**config.mk**
```make
export PLATFORM = sky130hd
export DESIGN_NAME = logic_unit_arbiter_flat
export DESIGN_NICKNAME = d
export VERILOG_FILES = /design/src/rtl/logic_unit_arbiter_if.sv /design/src/rtl/logic_unit_arbiter.sv /design/src/flat_wrapper.sv
export SDC_FILE = /design/constraint.sdc
export NUM_CORES = 1
export LEC_CHECK = 0
export BUFFER_PORTS_ARGS = -buffer_cell sky130_fd_sc_hd__buf_2
export CAP_MARGIN = 20
export CORE_AREA = 4 4 157 159
export CTS_BUF_LIST = sky130_fd_sc_hd__clkbuf_16
export DETAILED_ROUTE_END_ITERATION = 16
export DIE_AREA = 0 0 161 163
export HOLD_SLACK_MARGIN = 0.06
export PLACE_DENSITY_LB_ADDON = 0.15
export SLEW_MARGIN = 20
export SYNTH_ARGS = -nofsm -noshare
export SYNTH_HDL_FRONTEND = slang
export SYNTH_SLANG_ARGS = --single-unit
```
**constraint.sdc**
```tcl
create_clock -name clk_i -period 1.7 [get_ports clk_i]
set_input_delay 0.17 -clock clk_i [delete_from_list [all_inputs] [get_ports clk_i]]
set_output_delay 0.17 -clock clk_i [all_outputs]
set_load 0.01 [all_outputs]
```
**src/rtl/logic_unit_arbiter_if.sv**
```systemverilog
// Bundle between the requesters, the shared bitwise logic unit and the result consumer.
// Handshake: a transfer happens on a rising edge where valid and ready are both high.
interface logic_unit_arbiter_if #(
    parameter int N_REQ = 4,
    parameter int WIDTH = 32,
    parameter int ID_W  = 2
);
    logic [N_REQ-1:0]       req_valid;
    logic [N_REQ-1:0]       req_ready;
    logic [2*N_REQ-1:0]     req_op;
    logic [WIDTH*N_REQ-1:0] req_a;
    logic [WIDTH*N_REQ-1:0] req_b;
    logic [WIDTH-1:0]       lu_a;
    logic [WIDTH-1:0]       lu_b;
    logic [1:0]             lu_op;
    logic [WIDTH-1:0]       lu_s;
    logic                   rsp_valid;
    logic                   rsp_ready;
    logic [ID_W-1:0]        rsp_id;
    logic [WIDTH-1:0]       rsp_data;

    modport slave (
        input  req_valid, req_op, req_a, req_b, lu_s, rsp_ready,
        output req_ready, lu_a, lu_b, lu_op, rsp_valid, rsp_id, rsp_data
    );

    modport master (
        output req_valid, req_op, req_a, req_b, lu_s, rsp_ready,
        input  req_ready, lu_a, lu_b, lu_op, rsp_valid, rsp_id, rsp_data
    );
endinterface

```
**src/rtl/logic_unit_arbiter.sv**
```systemverilog
// Round-robin arbiter sharing one combinational bitwise logic unit among N_REQ requesters;
// one operation in flight, operands and result registered.
module logic_unit_arbiter #(
    parameter int N_REQ = 4,
    parameter int WIDTH = 32,
    parameter int ID_W  = 2
) (
    input  logic                 clk_i,
    input  logic                 rst_ni,
    logic_unit_arbiter_if.slave  bus,
    output logic [1:0]           state_o
);

    typedef enum logic [1:0] {
        IDLE = 2'd0,
        EXEC = 2'd1,
        RESP = 2'd2
    } state_e;

    state_e           state_q, state_d;
    logic [ID_W-1:0]  ptr_q, ptr_d;
    logic [ID_W-1:0]  gid_q, gid_d;
    logic [WIDTH-1:0] lu_a_q, lu_a_d;
    logic [WIDTH-1:0] lu_b_q, lu_b_d;
    logic [1:0]       lu_op_q, lu_op_d;
    logic             rsp_valid_q, rsp_valid_d;
    logic [ID_W-1:0]  rsp_id_q, rsp_id_d;
    logic [WIDTH-1:0] rsp_data_q, rsp_data_d;

    logic             grant_valid;
    logic [ID_W-1:0]  grant_idx;
    logic [ID_W:0]    cand;
    logic [N_REQ-1:0] req_ready_c;

    // Search starts one past the last granted requester, wrapping modulo N_REQ.
    always_comb begin
        grant_valid = 1'b0;
        grant_idx   = '0;
        cand        = '0;
        for (int k = 1; k <= N_REQ; k++) begin
            cand = {1'b0, ptr_q} + (ID_W+1)'(k);
            if (cand >= (ID_W+1)'(N_REQ)) cand = cand - (ID_W+1)'(N_REQ);
            if (!grant_valid && bus.req_valid[cand[ID_W-1:0]]) begin
                grant_valid = 1'b1;
                grant_idx   = cand[ID_W-1:0];
            end
        end
    end

    always_comb begin
        state_d     = state_q;
        ptr_d       = ptr_q;
        gid_d       = gid_q;
        lu_a_d      = lu_a_q;
        lu_b_d      = lu_b_q;
        lu_op_d     = lu_op_q;
        rsp_valid_d = rsp_valid_q;
        rsp_id_d    = rsp_id_q;
        rsp_data_d  = rsp_data_q;
        req_ready_c = '0;
        case (state_q)
            IDLE: begin
                if (grant_valid) begin
                    req_ready_c[grant_idx] = 1'b1;
                    lu_a_d  = bus.req_a[WIDTH*grant_idx +: WIDTH];
                    lu_b_d  = bus.req_b[WIDTH*grant_idx +: WIDTH];
                    lu_op_d = bus.req_op[2*grant_idx +: 2];
                    gid_d   = grant_idx;
                    state_d = EXEC;
                end
            end
            EXEC: begin
                rsp_data_d  = bus.lu_s;
                rsp_id_d    = gid_q;
                rsp_valid_d = 1'b1;
                state_d     = RESP;
            end
            RESP: begin
                if (bus.rsp_ready) begin
                    rsp_valid_d = 1'b0;
                    ptr_d       = gid_q;
                    state_d     = IDLE;
                end
            end
            default: state_d = IDLE;
        endcase
    end

    always_ff @(posedge clk_i) begin
        if (!rst_ni) begin
            state_q     <= IDLE;
            ptr_q       <= ID_W'(N_REQ - 1);
            gid_q       <= '0;
            lu_a_q      <= '0;
            lu_b_q      <= '0;
            lu_op_q     <= '0;
            rsp_valid_q <= 1'b0;
            rsp_id_q    <= '0;
            rsp_data_q  <= '0;
        end else begin
            state_q     <= state_d;
            ptr_q       <= ptr_d;
            gid_q       <= gid_d;
            lu_a_q      <= lu_a_d;
            lu_b_q      <= lu_b_d;
            lu_op_q     <= lu_op_d;
            rsp_valid_q <= rsp_valid_d;
            rsp_id_q    <= rsp_id_d;
            rsp_data_q  <= rsp_data_d;
        end
    end

    // No accept pulse may escape while reset is held, even though IDLE is combinational.
    assign bus.req_ready = rst_ni ? req_ready_c : '0;
    assign bus.lu_a      = lu_a_q;
    assign bus.lu_b      = lu_b_q;
    assign bus.lu_op     = lu_op_q;
    assign bus.rsp_valid = rsp_valid_q;
    assign bus.rsp_id    = rsp_id_q;
    assign bus.rsp_data  = rsp_data_q;
    assign state_o       = state_q;

endmodule

```
**src/flat_wrapper.sv**
```systemverilog
// flat-port wrapper written by rule: the top's interface ports become plain ports
module logic_unit_arbiter_flat 
#(
    parameter int N_REQ = 4,
    parameter int WIDTH = 32,
    parameter int ID_W  = 2
)
  (clk_i, rst_ni, state_o, bus_req_valid, bus_req_op, bus_req_a, bus_req_b, bus_lu_s, bus_rsp_ready, bus_req_ready, bus_lu_a, bus_lu_b, bus_lu_op, bus_rsp_valid, bus_rsp_id, bus_rsp_data);
  logic_unit_arbiter_if #(.N_REQ(N_REQ), .WIDTH(WIDTH), .ID_W(ID_W)) bus_i ();
  input  logic clk_i;
  input  logic rst_ni;
  output logic [1:0] state_o;
  input wire logic [$bits(bus_i.req_valid)-1:0] bus_req_valid;
  input wire logic [$bits(bus_i.req_op)-1:0] bus_req_op;
  input wire logic [$bits(bus_i.req_a)-1:0] bus_req_a;
  input wire logic [$bits(bus_i.req_b)-1:0] bus_req_b;
  input wire logic [$bits(bus_i.lu_s)-1:0] bus_lu_s;
  input wire logic [$bits(bus_i.rsp_ready)-1:0] bus_rsp_ready;
  output wire logic [$bits(bus_i.req_ready)-1:0] bus_req_ready;
  output wire logic [$bits(bus_i.lu_a)-1:0] bus_lu_a;
  output wire logic [$bits(bus_i.lu_b)-1:0] bus_lu_b;
  output wire logic [$bits(bus_i.lu_op)-1:0] bus_lu_op;
  output wire logic [$bits(bus_i.rsp_valid)-1:0] bus_rsp_valid;
  output wire logic [$bits(bus_i.rsp_id)-1:0] bus_rsp_id;
  output wire logic [$bits(bus_i.rsp_data)-1:0] bus_rsp_data;
  assign bus_i.req_valid = bus_req_valid;
  assign bus_i.req_op = bus_req_op;
  assign bus_i.req_a = bus_req_a;
  assign bus_i.req_b = bus_req_b;
  assign bus_i.lu_s = bus_lu_s;
  assign bus_i.rsp_ready = bus_rsp_ready;
  assign bus_req_ready = bus_i.req_ready;
  assign bus_lu_a = bus_i.lu_a;
  assign bus_lu_b = bus_i.lu_b;
  assign bus_lu_op = bus_i.lu_op;
  assign bus_rsp_valid = bus_i.rsp_valid;
  assign bus_rsp_id = bus_i.rsp_id;
  assign bus_rsp_data = bus_i.rsp_data;
  logic_unit_arbiter #(.N_REQ(N_REQ), .WIDTH(WIDTH), .ID_W(ID_W)) u_core (.clk_i(clk_i), .rst_ni(rst_ni), .bus(bus_i), .state_o(state_o));
endmodule
```
==> Implementation_results.wiki, run 1 <==
{| class="wikitable"
! Metric !! Value
|-
| Result of the run || finished, violations left
|-
| Violations in the final reports || negative setup slack
|-
| Leftover overflow at the end of global routing || 0
|-
| Final cycle utilization of the critical path || 108%
|-
| Worst path bufs/invs || 3
|-
| Count of non-filler cells in the finished layout || 1357
|-
| Unique masters post-synth || 29
|-
| Worst setup slack for register-to-register paths || -140 ps
|-
| Die area || between 20000 and 30000 µm²
|-
| Net switching power figure || 3030 µW
|-
| Post-synthesis sequential area ratio || between 30% and 40%
|-
| DP Cell Count || around 1300
|-
| Number of hold violations in the final report || 0
|-
| Via count || 6257
|-
| Via count of the first global-routing pass || between 6000 and 7000
|-
| Netlist Area Pre-Place || 5770 µm²
|-
| Seq pwr share || 34.3%
|-
| DRT antenna net count || 0
|-
| Post-Syn Instances || 570
|-
| Clock share of power || 25.3%
|-
| Maximum achievable frequency || 543 MHz
|-
| Antenna violations before repair || 1
|-
| Crit path setup slack, layout || -141 ps
|-
| Kind of capture point of the worst setup path || register
|-
| VDD IR max || 0.560 mV
|-
| Pleak || 0.00476 µW
|-
| Critical path startpoint category || register
|-
| Depth of the CTS H-tree || 3
|-
| Sw Share || 34.8%
|-
| Floorplan Core Area || 23300 µm²
|-
| Net count after synthesis || just under 900
|-
| Detail-routed net length per standard cell || 18.5 µm
|-
| Clock tree from TritonCTS || yes
|-
| Post-detailed-route via-to-cell ratio || approximately 4.6
|-
| Post-layout util || between 40 and 50%
|-
| Cell family with most CP delay || compound AO/OA/AOI/OAI gates
|-
| GRT Resource Usage Total || between 10% and 20%
|-
| Clock sinks || roughly 110
|-
| Headroom to the max-slew limit || 70.6%
|-
| Max clock buf depth || 2
|-
| Clock buffer count from CTS || 9
|-
| Setup CP Type || register to register
|-
| Arrival time at the worst endpoint || 2070 ps
|-
| Total I/O pin count || between 400 and 500
|-
| Synth-to-layout area growth || 82.1%
|-
| Detailed-route DRC error count || 0
|-
| Starting utilization of the core area || between 20 and 25%
|-
| Number of setup violations in the final report || 70
|-
| Max Cap Viol || 0
|-
| Final Skew || 13.3 ps
|-
| Maximum number of pins on one net before global-route repair || 44
|-
| Clock insertion delay at the later pin of the skew report || around 360 ps
|-
| Depth of the worst register-to-register path || 8
|-
| Highest fanout seen on the critical path || 5
|-
| Die boundary width || 161 µm
|-
| Sum of negative setup slack || -4750 ps
|-
| Critical Path Slowest Stage Cell || sky130_fd_sc_hd__dfxtp_2
|-
| Site Rows || 56
|-
| Portion of total power attributed to combinational logic || approximately two fifths
|-
| Min-delay src || bus_rsp_ready
|-
| Kind of path behind the tightest hold check || input pin to register
|-
| Number of DRC markers after the initial detailed-route iteration || 239
|-
| Clock period minus worst slack || 1840 ps
|-
| Sum of net half-perimeters after detailed placement || between 15 and 20 mm
|-
| Top library cells by usage in the layout, fill and taps aside || sky130_fd_sc_hd__buf_2, sky130_fd_sc_hd__dfxtp_1, sky130_fd_sc_hd__nand2_1
|-
| Setup repair after global routing missed its margin || true
|-
| Die Y-Extent || about 160 µm
|-
| Hold-critical path depth || 3
|-
| Startpoint of the worst register-to-register path || u_core.ptr_q[0]
|-
| Final WL || 25.2 mm
|-
| Pwr per Cell Area || 830 nW/µm²
|-
| Mean instance size in the synthesized netlist || 10.1 µm²
|-
| Internal power consumption || 5690 µW
|-
| Total of warnings raised by yosys || 0
|-
| Critical register-to-register path endpoint || u_core.bus.lu_b[25]
|-
| Max stage delay on crit path || 350 ps
|-
| Worst path required time || 1930 ps
|-
| Number of nets in the finished design || about 1300
|-
| Root Buffer || sky130_fd_sc_hd__clkbuf_16
|-
| Measured slew at the worst slew-check pin || about 440 ps
|-
| Chain of cells forming the critical path || nor2b_2 -> o21a_1 -> a211oi_4 -> buf_12 -> clkbuf_16 -> buf_16 -> mux2i_4 -> a221oi_2
|-
| Count of state elements after synthesis || 107
|-
| Routability cong. || 0.819
|-
| Clock-pin slew of the registers on the worst-case setup and hold paths || 90 ps
|-
| End of the worst hold path || u_core.state_o[1]
|-
| First-pass DRT Iterations || 4
|-
| Number of slew-limit violations in the final report || 0
|-
| Number of port buffers || around 400
|-
| Share of final-layout standard cells stronger than drive strength 1 || 64.6%
|-
| Most common library cell in the layout ignoring fill and taps || sky130_fd_sc_hd__buf_2
|-
| Power, Total || 8720 µW
|-
| First-pass GRT wire length || 37.0 mm
|}
cell usage after synthesis:
library cell | instances | area share [%]
sky130_fd_sc_hd__buf_4 | 6 | 0.78
sky130_fd_sc_hd__buf_6 | 6 | 1.2
sky130_fd_sc_hd__or3b_2 | 1 | 0.15
sky130_fd_sc_hd__a221oi_2 | 61 | 16
sky130_fd_sc_hd__clkbuf_1 | 27 | 1.8
sky130_fd_sc_hd__or2_2 | 1 | 0.11
sky130_fd_sc_hd__nor2b_1 | 3 | 0.33
sky130_fd_sc_hd__a211oi_1 | 2 | 0.26
sky130_fd_sc_hd__a211o_1 | 1 | 0.15
sky130_fd_sc_hd__mux2i_1 | 134 | 23
sky130_fd_sc_hd__nand2_1 | 71 | 4.6
sky130_fd_sc_hd__buf_2 | 10 | 0.87
sky130_fd_sc_hd__o21ai_1 | 1 | 0.087
sky130_fd_sc_hd__buf_12 | 3 | 1.0
sky130_fd_sc_hd__a211oi_2 | 1 | 0.22
sky130_fd_sc_hd__nand3b_1 | 1 | 0.13
sky130_fd_sc_hd__o21ai_0 | 68 | 5.9
sky130_fd_sc_hd__o221a_2 | 1 | 0.20
sky130_fd_sc_hd__a21oi_1 | 36 | 3.1
sky130_fd_sc_hd__and3_1 | 2 | 0.22
sky130_fd_sc_hd__dfxtp_1 | 107 | 37
sky130_fd_sc_hd__o221ai_1 | 1 | 0.15
sky130_fd_sc_hd__nand2b_1 | 2 | 0.22
sky130_fd_sc_hd__nor2_1 | 7 | 0.46
sky130_fd_sc_hd__inv_1 | 4 | 0.26
sky130_fd_sc_hd__o21a_1 | 1 | 0.13
sky130_fd_sc_hd__a221oi_1 | 6 | 0.91
sky130_fd_sc_hd__buf_1 | 3 | 0.20
sky130_fd_sc_hd__nor3_1 | 3 | 0.26
routing by layer:
layer  vias to the layer above  part of all wire, %  wire length (µm)  track usage [%]
met5                         -                    0                 0                0
met4                         0                  1.6               405             4.58
met3                        21                  6.6              1670             4.51
met2                       244                   50             12700             31.1
met1                      2917                   41             10400             22.2
li1                       3075                    -                 -                -
worst max-delay path by stage:
stage	start	to	cells past startpoint
CTS	u_core.ptr_q[0]	u_core.bus.lu_b[25]	8
floorplan	u_core.ptr_q[0]	u_core.bus.lu_b[13]	8
finish	u_core.ptr_q[0]	u_core.bus.lu_b[25]	8
global route	u_core.ptr_q[0]	u_core.bus.lu_a[30]	8
detailed placement	bus_req_valid[3]	u_core.bus.lu_b[25]	8
global placement	bus_req_valid[3]	u_core.bus.lu_b[25]	8
logic make-up (layout without fill, tap and decap cells):
| group | count (synthesis) | count (layout) | synth area share [%] |
|---|---|---|---|
| mux | 134 | 134 | 23.3 |
| simple gates | 91 | 91 | 6.49 |
| buf+inv | 59 | 526 | 6.08 |
| other cells | 0 | 1 | 0 |
| compound gates | 179 | 179 | 27.0 |
| flops | 107 | 107 | 37.2 |
cell type report:
cell class	instances	area, µm²
inverter	4	15.0
clock buffer	9	225
timing repair buffer	506	3390
sequential	107	2150
tap	319	399
fill	2243	12800
clock inverter	7	81.3
multi-input combinational	404	4240
antenna	1	2.50
stage by stage:
| stage | hold slack (ps) | setup WS, ps | area, µm² |
|---|---|---|---|
| global placement | 411 | -285 | 8460 |
| CTS | 70.2 | -145 | 9670 |
| finish | 92.9 | -141 | 10500 |
| floorplan | 306 | 22.1 | 5770 |
| detailed placement | 415 | -307 | 8460 |
| global route | 98.8 | -207 | 10500 |
registers in the layout, indices dropped and copies added (netlist names):
| signal | cells |
|---|---|
| u_core.state_o | 2 |
| u_core.ptr_q | 2 |
| u_core.bus.rsp_data | 32 |
| u_core.bus.lu_a | 32 |
| u_core.bus.rsp_id | 2 |
| u_core.bus.lu_b | 32 |
| u_core.gid_q | 2 |
| u_core.bus.rsp_valid | 1 |
| u_core.bus.lu_op | 2 |
power groups by stage:
stage | combinational [µW] | sequential [µW] | clock [µW]
3_3_place_gp | 2710 | 3050 | 0
4_1_cts | 3100 | 2990 | 2310
2_1_floorplan | 1350 | 3170 | 0
6_report | 3520 | 2990 | 2200
3_5_place_dp | 2710 | 3040 | 0
5_1_grt | 3760 | 3030 | 2400
timing repair:
action,CTS,global route
setup buffers,6,1
endpoints found under the hold margin,32,0
setup endpoints to repair,70,70
pin swaps,20,38
resized for setup,102,124
cloned,3,6
hold buffers,32,0
worst min-delay path: stages:
cell and delay, ps:
sky130_fd_sc_hd__buf_2 90, sky130_fd_sc_hd__or3b_2 100, sky130_fd_sc_hd__a21oi_1 50
(Power assumes the default switching activity.)
==> run 2: changes to the inputs <==
--- a/config.mk
+++ b/config.mk
@@ -8,3 +8,3 @@
 export BUFFER_PORTS_ARGS = -buffer_cell sky130_fd_sc_hd__buf_2
-export CAP_MARGIN = 20
+export CAP_MARGIN = 30
 export CORE_AREA = 4 4 157 159
@@ -19 +19,2 @@
 export SYNTH_SLANG_ARGS = --single-unit
+export TNS_END_PERCENT = 30
--- a/constraint.sdc
+++ b/constraint.sdc
@@ -3,2 +3,2 @@
 set_output_delay 0.17 -clock clk_i [all_outputs]
-set_load 0.01 [all_outputs]
+set_load 0.1 [all_outputs]
==> Implementation_results.wiki, run 2 (synthesis gave the netlist of run 1 again) <==
{| class="wikitable"
! Metric !! Value
|-
| Clock period minus worst slack || between 1500 and 2000 ps
|-
| Final cycle utilization of the critical path || 115%
|-
| Antenna violations before repair || 4
|-
| Final-layout worst hold slack || 167 ps
|-
| First-pass DRT Iterations || 4
|-
| Result of the run || finished, violations left
|-
| Routability cong. || 0.809
|-
| Place WS || -315 ps
|-
| Max Cap Viol || 0
|-
| Via count || 6271
|-
| Kind of path behind the tightest hold check || input pin to register
|-
| Violations in the final reports || negative setup slack
|-
| Count of non-filler cells in the finished layout || 1369
|-
| Clock-pin slew of the registers on the worst-case setup and hold paths || 80 ps
|-
| DRT antenna net count || 0
|-
| Clock tree from TritonCTS || yes
|-
| Worst setup slack for register-to-register paths || -180 ps
|-
| Clock buffer count from CTS || 9
|-
| Final WL || between 20 and 25 mm
|-
| First-pass GRT wire length || 36.0 mm
|-
| Starting utilization of the core area || 24.8%
|-
| Die Y-Extent || 163 µm
|-
| Pleak || slightly below 0.005 µW
|-
| Post-detailed-route via-to-cell ratio || 4.58
|-
| Share of final-layout standard cells stronger than drive strength 1 || approximately three fifths
|-
| Number of hold violations in the final report || 0
|-
| Measured slew at the worst slew-check pin || 536 ps
|-
| Floorplan Core Area || 23300 µm²
|-
| Die area || between 20000 and 30000 µm²
|-
| Setup CP Type || register to output pin
|-
| Pwr per Cell Area || 1040 nW/µm²
|-
| GRT Resource Usage Total || between 10% and 20%
|-
| Crit path setup slack, layout || -255 ps
|-
| Sum of negative setup slack || -7020 ps
|-
| Maximum number of pins on one net before global-route repair || 56
|-
| Site Rows || 56
|-
| Clock sinks || 107
|-
| Sum of net half-perimeters after detailed placement || roughly 18 mm
|-
| Critical path startpoint category || register
|-
| Setup repair after global routing missed its margin || true
|-
| Power, Total || 10600 µW
|-
| Number of slew-limit violations in the final report || 0
|-
| Number of port buffers || 409
|-
| Number of setup violations in the final report || 70
|-
| Depth of the CTS H-tree || 3
|-
| Total I/O pin count || 410
|-
| Max clock buf depth || 2
|-
| Die boundary width || 161 µm
|-
| DP Cell Count || 1300
|-
| Highest fanout seen on the critical path || 3
|-
| Number of DRC markers after the initial detailed-route iteration || approximately 230
|-
| Detail-routed net length per standard cell || roughly 18 µm
|-
| Headroom to the max-slew limit || approximately 64%
|-
| Synth-to-layout area growth || 77.5%
|-
| VDD IR max || approximately 0.48 mV
|-
| Via count of the first global-routing pass || 6399
|-
| Final Skew || 12.7 ps
|-
| Leftover overflow at the end of global routing || 0
|-
| Top library cells by usage in the layout, fill and taps aside || sky130_fd_sc_hd__buf_2, sky130_fd_sc_hd__dfxtp_1, sky130_fd_sc_hd__mux2i_1
|-
| Root Buffer || sky130_fd_sc_hd__clkbuf_16
|-
| Clock insertion delay at the later pin of the skew report || roughly 360 ps
|-
| Number of nets in the finished design || 1344
|-
| Arrival time at the worst endpoint || about 1800 ps
|-
| Maximum achievable frequency || ~510 MHz
|-
| Detailed-route DRC error count || 0
|-
| Most common library cell in the layout ignoring fill and taps || sky130_fd_sc_hd__buf_2
|-
| Kind of capture point of the worst setup path || output pin
|-
| Worst path required time || roughly 1500 ps
|}
==> run 2: worst max-delay path, cell delays in order, from the launching register on <==
cell and delay [ps]:
sky130_fd_sc_hd__dfxtp_4 360, sky130_fd_sc_hd__nand2b_4 130, sky130_fd_sc_hd__o21ai_4 70, sky130_fd_sc_hd__buf_6 120, sky130_fd_sc_hd__a221oi_4 330, sky130_fd_sc_hd__and3_4 250
sky130_fd_sc_hd__buf_12 170
==> run 2: through the flow <==
| stage | util (%) | area, µm² |
|---|---|---|
| after floorplan | - | 5850 |
| after global placement | 37.3 | 8680 |
| after detailed placement | 37.3 | 8680 |
| after CTS | 42.3 | 9830 |
| after global routing | 44.0 | 10200 |
| final | 44.0 | 10200 |
==> run 2: timing repair <==
item	in CTS	in global routing
endpoints found under the setup margin	71	70
cloned	5	4
pin swaps	31	18
buffers inserted	9	3
hold buffers	33	0
gates resized for setup	57	69
endpoints found under the hold margin	33	0
==> run 2: path summary, 6_finish.rpt <==
| kind | startpoint | endpoint | cells past startpoint |
|---|---|---|---|
| max | u_core.ptr_q[0] | bus_req_ready[2] | 6 |
| min | bus_req_b[32] | u_core.bus.lu_b[0] | 3 |
| max reg2reg | u_core.ptr_q[0] | u_core.bus.lu_a[27] | 9 |
| min reg2reg | u_core.bus.rsp_data[7] | u_core.bus.rsp_data[7] | 2 |
==> run 2: report_power, final <==
group	internal, µW	switching (µW)	total (µW)
clock	1050	1130	2180
sequential	2820	162	2990
combinational	1730	3740	5470
==> run 2: layout make-up <==
cell class                      instances  area [µm²]
Antenna cell                            4        10.0
Multi-Input combinational cell        404        3830
Timing Repair Buffer                  515        3520
Tap cell                              319         399
Sequential cell                       107        2150
Clock inverter                          7        80.1
Inverter                                4        15.0
Clock buffer                            9         225
Fill cell                            2295       13000
==> run 2: routing by layer <==
metal | up-vias | routed length (µm) | global-route usage, %
met5 | - | 20 | 0
met4 | 2 | 264 | 3.72
met3 | 17 | 1810 | 4.68
met2 | 238 | 12200 | 31.1
met1 | 2917 | 9850 | 20.2
li1 | 3097 | - | -
==> run 3: changes to the inputs <==
GPL_ROUTABILITY_DRIVEN = 0   (was unset)
PLACE_DENSITY = 0.65   (was unset)
PLACE_DENSITY_LB_ADDON = unset   (was 0.15)
==> Implementation_results.wiki, run 3 (synthesis gave the netlist of run 1 again) <==
{| class="wikitable"
! Metric !! Value
|-
| Result of the run || finished, violations left
|-
| Violations in the final reports || negative setup slack
|-
| Arrival time at the worst endpoint || 1780 ps
|-
| Startpoint of the worst register-to-register path || u_core.ptr_q[0]
|-
| Max Cap Viol || 0
|-
| Headroom to the max-slew limit || 63.7%
|-
| Kind of path behind the tightest hold check || input pin to register
|-
| Root Buffer || sky130_fd_sc_hd__clkbuf_16
|-
| Maximum achievable frequency || 512 MHz
|-
| Number of nets in the finished design || approximately 1300
|-
| First-pass DRT Iterations || 5
|-
| Detail-routed net length per standard cell || 18.1 µm
|-
| Critical path startpoint category || register
|-
| Die boundary width || 161 µm
|-
| Critical register-to-register path endpoint || u_core.bus.lu_b[4]
|-
| Post-layout util || 43.6%
|-
| End of the worst hold path || u_core.state_o[1]
|-
| Detailed-route DRC error count || 0
|-
| Clock buffer count from CTS || 9
|-
| Pleak || about 0.0048 µW
|-
| Number of hold violations in the final report || 0
|-
| DP Cell Count || ~1300
|-
| Worst path required time || 1530 ps
|-
| Kind of capture point of the worst setup path || output pin
|-
| Layout Cell Area excl Fill || 10100 µm²
|-
| Clock period minus worst slack || 1950 ps
|-
| Total I/O pin count || 410
|-
| Post-detailed-route via-to-cell ratio || roughly 4.7
|-
| Min-delay src || bus_rsp_ready
|-
| Floorplan Core Area || 23300 µm²
|-
| Max clock buf depth || 2
|-
| Starting utilization of the core area || 24.8%
|-
| Setup repair after global routing missed its margin || true
|-
| Antenna violations before repair || 2
|-
| Share of final-layout standard cells stronger than drive strength 1 || approximately 62%
|-
| Die Y-Extent || ~160 µm
|-
| Worst setup slack for register-to-register paths || -210 ps
|-
| Sum of net half-perimeters after detailed placement || 17.5 mm
|-
| Depth of the CTS H-tree || 3
|-
| Top library cells by usage in the layout, fill and taps aside || sky130_fd_sc_hd__buf_2, sky130_fd_sc_hd__dfxtp_1, sky130_fd_sc_hd__nand2_1
|-
| Count of non-filler cells in the finished layout || 1361
|-
| Number of slew-limit violations in the final report || 0
|-
| DRT antenna net count || 0
|-
| Power, Total || 10600 µW
|-
| GRT Resource Usage Total || 17.2%
|-
| Number of fill cells in the layout || roughly 2200
|-
| Sw Share || ~48%
|-
| Portion of total power attributed to combinational logic || 51.1%
|-
| Final WL || between 20 and 25 mm
|-
| Net switching power figure || between 5000 and 6000 µW
|-
| Pwr per Cell Area || roughly 1000 nW/µm²
|-
| First-pass GRT wire length || 35.9 mm
|-
| Maximum number of pins on one net before global-route repair || 49
|-
| Number of port buffers || 409
|-
| Measured slew at the worst slew-check pin || 548 ps
|-
| Via count || 6439
|-
| VDD IR max || 0.615 mV
|-
| Number of DRC markers after the initial detailed-route iteration || ~320
|-
| Clock sinks || 107
|-
| Total placed instance area || 8520 µm²
|-
| Depth of the worst register-to-register path || 10
|-
| Clock share of power || around a fifth
|-
| Hold-critical path depth || 3
|-
| Highest fanout seen on the critical path || 4
|-
| Setup CP Type || register to output pin
|-
| Synth-to-layout area growth || 75.8%
|-
| Final cycle utilization of the critical path || 115%
|-
| Place WS || -333 ps
|-
| Most common library cell in the layout ignoring fill and taps || sky130_fd_sc_hd__buf_2
|-
| Seq pwr share || around 28%
|-
| Leftover overflow at the end of global routing || 0
|-
| Site Rows || between 50 and 60
|-
| Via count of the first global-routing pass || 6605
|-
| Number of setup violations in the final report || 69
|-
| Internal power consumption || 5560 µW
|-
| Clock insertion delay at the later pin of the skew report || 360 ps
|-
| Die area || 26200 µm²
|-
| Clock-pin slew of the registers on the worst-case setup and hold paths || 90 ps
|-
| Crit path setup slack, layout || -253 ps
|-
| Final Skew || between 15 and 20 ps
|-
| Clock tree from TritonCTS || yes
|}
run 3: cell types whose count changed in the layout (fill, tap and decap cells not counted), sizes merged:
| cell | previous run | this run |
|---|---|---|
| inv | 6 | 7 |
| dlygate4sd3 | 33 | 31 |
| clkbuf | 13 | 10 |
| diode | 4 | 1 |
| clkinvlp | 1 | 0 |
run 3: how the worst max path moves through the flow:
stage	from	cells past startpoint	slack, ps	endpoint
3_3_place_gp	u_core.ptr_q[0]	7	-280	u_core.bus.lu_b[4]
6_report	u_core.ptr_q[0]	6	-250	bus_req_ready[2]
2_1_floorplan	u_core.state_o[0]	4	-310	bus_req_ready[1]
4_1_cts	u_core.ptr_q[0]	6	-300	bus_req_ready[2]
5_1_grt	u_core.ptr_q[0]	6	-350	bus_req_ready[2]
3_5_place_dp	u_core.ptr_q[0]	7	-330	u_core.bus.lu_b[4]
run 3: cell type report:
class                      instances  area (µm²)  share of cell area [%]
clock inverter                     7        88.8                   0.877
inverter                           4        15.0                   0.148
sequential                       107        2150                    21.2
antenna                            1        2.50                  0.0247
clock buffer                       9         225                    2.22
multi-input combinational        404        3840                    37.9
timing repair buffer             510        3410                    33.6
tap                              319         399                    3.94
run 3: power by group through the flow:
stage	Clock [µW]	Combinational [µW]	Sequential [µW]
final	2180	5420	3000
after global routing	2420	5640	3030
after CTS	2300	5260	2990
after detailed placement	0	4770	3040
after global placement	0	4740	3040
after floorplan	0	1420	5240
run 3: critical path: stages (launching register included):
cell and delay, ps:
sky130_fd_sc_hd__dfxtp_2 360, sky130_fd_sc_hd__nor2b_2 50, sky130_fd_sc_hd__o21a_2 220, sky130_fd_sc_hd__buf_6 120, sky130_fd_sc_hd__a221oi_4 250, sky130_fd_sc_hd__and3_4 260, sky130_fd_sc_hd__buf_12 170
run 3: repair_timing:
action / 4_1_cts / 5_1_grt
pin swaps: 28 / 22
buffers inserted: 14 / 0
hold buffers: 31 / 0
cloned: 7 / 1
gates resized for setup: 88 / 66
endpoints found under the setup margin: 70 / 70
hold endpoints to repair: 31 / 0
run 3: stage by stage:
step           TNS [ps]  hold WS, ps
6_report          -7450         91.9
2_1_floorplan     -4710          306
3_5_place_dp     -16250          415
5_1_grt          -12120         92.7
3_3_place_gp     -11270          410
4_1_cts          -13120         80.3
run 3: routing by layer:
metal / vias up / part of all wire [%] / global-route usage (%)
met5: - / 0.053 / 0
met4: 2 / 2.8 / 6.24
met2: 254 / 52 / 30.8
met3: 38 / 6.9 / 4.61
li1: 3082 / - / -
met1: 3063 / 39 / 19.8
